[src/rtl/bus_loader.sv]
// UART-driven bus initiator: parses W/R/H/G byte commands, issues single-word
// picorv32-style transfers and returns response bytes. Optional macro BUS_LOADER_TIMEOUT_EN adds a bus wait limit.
module bus_loader #(
  parameter logic       HOLD_ON_RESET  = 1'b1,
  parameter logic [7:0] ACK_BYTE       = 8'h2E,
  parameter logic [7:0] ERR_BYTE       = 8'h21,
  parameter int         TIMEOUT_CYCLES = 1024
) (
  input  logic        clk,
  input  logic        reset,
  input  logic        rx_valid,
  input  logic [7:0]  rx_data,
  output logic        rx_drop,
  output logic        tx_valid,
  input  logic        tx_ready,
  output logic [7:0]  tx_data,
  output logic        mem_valid,
  input  logic        mem_ready,
  output logic [31:0] mem_addr,
  output logic [31:0] mem_wdata,
  output logic [3:0]  mem_wstrb,
  input  logic [31:0] mem_rdata,
  output logic        cpu_hold
);

  typedef enum logic [2:0] {IDLE, ADDR, DATA, BUS, RESP} state_t;

  state_t      state;
  logic [1:0]  cnt;
  logic        is_write;
  logic [31:0] addr;
  logic [31:0] wdata;
  logic [23:0] shreg;
  logic [1:0]  bytes_left;

`ifdef BUS_LOADER_TIMEOUT_EN
  logic [31:0] wait_cnt;
  logic        limit_hit;
  assign limit_hit = (wait_cnt == 32'(TIMEOUT_CYCLES - 1));
  logic unused_cfg;
  assign unused_cfg = 1'b0;
`else
  logic unused_cfg;
  assign unused_cfg = ^{ERR_BYTE, TIMEOUT_CYCLES[0]};
`endif

  always_ff @(posedge clk or posedge reset) begin
    if (reset) begin
      state      <= IDLE;
      cnt        <= 2'd0;
      is_write   <= 1'b0;
      addr       <= 32'd0;
      wdata      <= 32'd0;
      shreg      <= 24'd0;
      bytes_left <= 2'd0;
      mem_valid  <= 1'b0;
      mem_addr   <= 32'd0;
      mem_wdata  <= 32'd0;
      mem_wstrb  <= 4'h0;
      tx_valid   <= 1'b0;
      tx_data    <= 8'h00;
      rx_drop    <= 1'b0;
      cpu_hold   <= HOLD_ON_RESET;
`ifdef BUS_LOADER_TIMEOUT_EN
      wait_cnt   <= 32'd0;
`endif
    end else begin
      // Bytes that arrive while a transfer or response is in flight are lost.
      rx_drop <= rx_valid && (state == BUS || state == RESP);
      case (state)
        IDLE: begin
          if (rx_valid) begin
            case (rx_data)
              8'h57, 8'h52: begin
                is_write <= (rx_data == 8'h57);
                cnt      <= 2'd0;
                state    <= ADDR;
              end
              8'h48, 8'h47: begin
                cpu_hold   <= (rx_data == 8'h48);
                tx_valid   <= 1'b1;
                tx_data    <= ACK_BYTE;
                bytes_left <= 2'd0;
                state      <= RESP;
              end
              default: ;
            endcase
          end
        end
        ADDR: begin
          if (rx_valid) begin
            addr[{cnt, 3'b000} +: 8] <= rx_data;
            cnt <= cnt + 2'd1;
            if (cnt == 2'd3) state <= is_write ? DATA : BUS;
          end
        end
        DATA: begin
          if (rx_valid) begin
            wdata[{cnt, 3'b000} +: 8] <= rx_data;
            cnt <= cnt + 2'd1;
            if (cnt == 2'd3) state <= BUS;
          end
        end
        BUS: begin
          if (!mem_valid) begin
            mem_valid <= 1'b1;
            mem_addr  <= {addr[31:2], 2'b00};
            mem_wdata <= wdata;
            mem_wstrb <= is_write ? 4'hF : 4'h0;
`ifdef BUS_LOADER_TIMEOUT_EN
            wait_cnt  <= 32'd0;
`endif
          end else if (mem_ready) begin
            mem_valid <= 1'b0;
            tx_valid  <= 1'b1;
            state     <= RESP;
            if (is_write) begin
              tx_data    <= ACK_BYTE;
              bytes_left <= 2'd0;
            end else begin
              tx_data    <= mem_rdata[7:0];
              shreg      <= mem_rdata[31:8];
              bytes_left <= 2'd3;
            end
          end
`ifdef BUS_LOADER_TIMEOUT_EN
          else if (limit_hit) begin
            mem_valid  <= 1'b0;
            tx_valid   <= 1'b1;
            tx_data    <= ERR_BYTE;
            bytes_left <= 2'd0;
            state      <= RESP;
          end else begin
            wait_cnt <= wait_cnt + 32'd1;
          end
`endif
        end
        RESP: begin
          if (tx_ready) begin
            if (bytes_left == 2'd0) begin
              tx_valid <= 1'b0;
              state    <= IDLE;
            end else begin
              tx_data    <= shreg[7:0];
              shreg      <= {8'h00, shreg[23:8]};
              bytes_left <= bytes_left - 2'd1;
            end
          end
        end
        default: state <= IDLE;
      endcase
    end
  end

endmodule
[config.mk]
export PLATFORM = sky130hd
export DESIGN_NAME = bus_loader
export DESIGN_NICKNAME = d
export VERILOG_FILES = /design/src/rtl/bus_loader.sv
export SDC_FILE = /design/constraint.sdc
export NUM_CORES = 1
export LEC_CHECK = 0
export ABC_CLOCK_PERIOD_IN_PS = 11700
export BUFFER_PORTS_ARGS = -buffer_cell sky130_fd_sc_hd__buf_4
export CORE_ASPECT_RATIO = 1.5
export CORE_MARGIN = 5
export CORE_UTILIZATION = 52
export CTS_BUF_LIST = sky130_fd_sc_hd__clkbuf_2
export CTS_CLUSTER_SIZE = 14
export DETAILED_ROUTE_END_ITERATION = 8
export PLACE_DENSITY = 0.77
export SKIP_CTS_REPAIR_TIMING = 1
export SKIP_LAST_GASP = 1
export SYNTH_ARGS = -nofsm -noshare
export SYNTH_HDL_FRONTEND = slang
export SYNTH_SLANG_ARGS = --single-unit
[constraint.sdc]
create_clock -name clk -period 11.7 [get_ports clk]
set_clock_uncertainty 0.2 [all_clocks]
set_input_delay 0.585 -clock clk [delete_from_list [all_inputs] [get_ports clk]]
set_output_delay 0.585 -clock clk [all_outputs]
set_load 0.05 [all_outputs]
==> results.json <==
{
  "worstRegToRegCells": 4,
  "final_max_slew_viol_count": 0,
  "p_per_area_nw_per_um2": 259.5,
  "finalSetupTns_ps": 0,
  "die_h_um": 152.5,
  "ys_seq_area_share_pct": 60.10,
  "hp-start": "tx_ready",
  "synth-simple-area-share_pct": 12.66,
  "syn-cell-area_sq_um": 7039,
  "dp_hpwl_um": 11190,
  "slowest_stage": "a2111oi_4",
  "viasPerCell": 5.482,
  "finalNetCount": 846,
  "async_flop_share_pct": 100.0,
  "yosys.area_share.xor_xnor_pct": 0.1244,
  "drtAntennaViolNets": 0,
  "setup_viol": 0,
  "die_x_um": 105,
  "grt_max_degree": 94,
  "overflow": 0,
  "switching_share_pct": 45.29,
  "io_pins": 125,
  "max_cap_viol_count": 0,
  "startpoint": "rx_data[0]",
  "gp_congestion": 0.8690,
  "numCtsBuffers": 17,
  "r2r_start": "state[1]",
  "drt_iter0_markers": 256,
  "grt_pass1_wl_um": 25580,
  "syn_to_final_growth_pct": 23.91,
  "slew_headroom_pct": 32.61,
  "cp-end-kind": "register",
  "fin_crit_ps": 2969,
  "synth-edff-count": 0,
  "clock_latency_ps": 700,
  "dr.pass1.iters": 5,
  "grt_usage_pct": 19.48,
  "comb_power_share_pct": 44.1,
  "core-area_sq_um": 13400,
  "r2r_slack_ps": 8780,
  "path_clk_slew_ps": 210,
  "hold_path_depth": 3,
  "max-vdd-ir-drop_mv": 0.1167,
  "avgSynthCellArea_sq_um": 10.95,
  "worstMarginPinSlew_ps": 1008,
  "synth_cell_types": 46,
  "hold_path_class": "in -> reg",
  "synth_compound_area_share_pct": 10.63,
  "synth_top_family_by_area": "simple AND/OR/NAND/NOR gates",
  "fillers": 1038,
  "p_clk_share_pct": 13.4,
  "crit_arrival_ps": 3350,
  "cpPeakStageDelay_ps": 730,
  "cts_root_buf": "clkbuf_2",
  "grt_pass1_vias": 5231,
  "synthCells": 643,
  "power_frac_seq_pct": 42.4,
  "worst_hold_path.endpoint": "state[2]",
  "crit_family": "compound AO/OA/AOI/OAI gates",
  "finalPower_w": 0.002263,
  "path_class": "in -> reg",
  "power.internal_w": 0.001238,
  "final-hold-violation-count": 0,
  "vias": 5318,
  "ctsHtreeMaxLevel": 4,
  "crit_chain": "dlygate4sd3_1 > buf_4 > or4b_4 > a21boi_2 > nor4_2 > a2111oi_4 > mux2_2",
  "required_ps": 12080,
  "rsz0062_at_grt": "no",
  "synthFlopType": "dfrtp_1",
  "synth_mux_area_share_pct": 11.61,
  "crit_fanout": 10,
  "route.detailed.drc": 0,
  "drive_above_1_share_pct": 29.49,
  "drt-wirelength-per-cell_um": 16.92,
  "rr_endpoint": "tx_data[0]",
  "ctsLongestPathBuffers": 2,
  "status": "complete, no violations",
  "grt_antenna_before_repair": 1,
  "clock.fmax_mhz": 336.8,
  "drt_wl_total_um": 16410,
  "cp.buffers_inverters": 2,
  "period_share_pct": 25.37,
  "start_kind": "primary input",
  "ys_ff_latch": 169,
  "leakagePower_nw": 4.237,
  "die_area_sq_um": 16010,
  "power_switching_w": 0.001025,
  "yosys_warnings": 0,
  "cts_tree": "done",
  "synth_fa_ha_area_share_pct": 1.244,
  "clock-sinks": 169,
  "port_buffers": 122,
  "rows": 52,
  "initial_utilization_pct": 52.52
}
worst min-delay path, stage by stage:
cell	delay, ps
buf_4	100
nor4_1	70
a211o_1	230
cell usage in the layout (no fill, tap or decap), types with 6 or more instances in the layout:
cell type | Yosys | layout
mux2_2 | 69 | 69
nand3_1 | 11 | 11
ha_1 | 7 | 7
dfrtp_1 | 168 | 168
inv_1 | 20 | 19
clkbuf_2 | 1 | 17
nor3_1 | 6 | 6
nand2_1 | 142 | 142
inv_6 | 0 | 6
a31oi_1 | 17 | 17
buf_4 | 5 | 126
o21ai_0 | 78 | 78
dlygate4sd3_1 | 0 | 44
nor2_1 | 23 | 22
sequential cells by signal (all words and copies together) (netlist names):
register and cells:
addr 30, bytes_left 2, cnt 2, cpu_hold 1
is_write 1, mem_addr 30, mem_valid 1, mem_wdata 32
mem_wstrb 1, rx_drop 1, shreg 24, state 3
tx_data 8, tx_valid 1, wdata 32
area by class of cell:
class	count	area [sq um]	share of cell area, %
repair buffers	170	1386	15.89
diodes	1	2.502	0.02869
inverters	20	80.08	0.9181
multi-input cells	416	2576	29.54
flip-flops and latches	169	4230	48.50
clock buffers	17	85.08	0.9755
clock inverters	15	158.9	1.822
well taps	162	202.7	2.324
routing by layer:
| metal | global-route usage, % | wire (um) | up-vias |
|---|---|---|---|
| met4 | 7.434 | 446 | 0 |
| met5 | 0 | 0 | - |
| li1 | - | - | 2480 |
| met2 | 34.08 | 8954 | 179 |
| met3 | 5.341 | 980 | 32 |
| met1 | 22.54 | 6031 | 2627 |
kinds of logic (layout without fill, tap and decap cells):
kind of cell | after synthesis | in the layout
muxes | 73 | 73
DFF | 169 | 169
other | 1 | 3
buffers and inverters | 59 | 222
adders and majority gates | 7 | 7
and+or+nand+nor | 207 | 207
xor gates and xnor gates | 1 | 1
AOI/OAI and AO/OA | 126 | 126
synthesized netlist by cell type (all sizes together) (4+ instances only):
cell    instances  area share, %
a21oi           6           0.43
a22o            5           0.62
a31oi          17            1.5
buf             9           0.91
clkbuf         30            1.6
dfrtp         168             60
ha              7            1.2
inv            20            1.1
mux2           69             11
mux2i           4           0.57
nand2         142            7.6
nand2b          5           0.44
nand3          11           0.78
nor2           23            1.2
nor3            6           0.43
nor3b           5           0.53
o21ai          78            5.5
o22ai           4           0.36
power by group through the flow:
stage	logic [W]	clock network, W	registers [W]
CTS	0.000992	0.000311	0.000960
finish	0.000999	0.000304	0.000960
global route	0.00107	0.000338	0.000990
detailed placement	0.000990	0	0.000975
floorplan	0.000421	0	0.00125
global placement	0.000965	0	0.000958
through the flow:
stage                     utilization [%]  hold slack, ps  cell area, sq um  std cells  worst slack (ps)
after floorplan                         -           244.4              7043        644              6342
after global placement              59.95           256.5              8035        893              8648
after detailed placement            59.95           265.2              8035        893              8600
after CTS                           61.77          -210.1              8279        925              8802
after global routing                65.08           73.41              8722        970              8648
final                               65.08           145.3              8722        970              8731
worst max path at each step:
stage,end,slack [ps],depth (start not counted)
final,tx_data[0],8730,7
after global routing,bytes_left[0],8650,4
after CTS,tx_data[0],8800,4
after detailed placement,bytes_left[0],8600,6
after global placement,tx_data[6],8650,6
after floorplan,addr[10],6340,1
(Power assumes the default switching activity.)
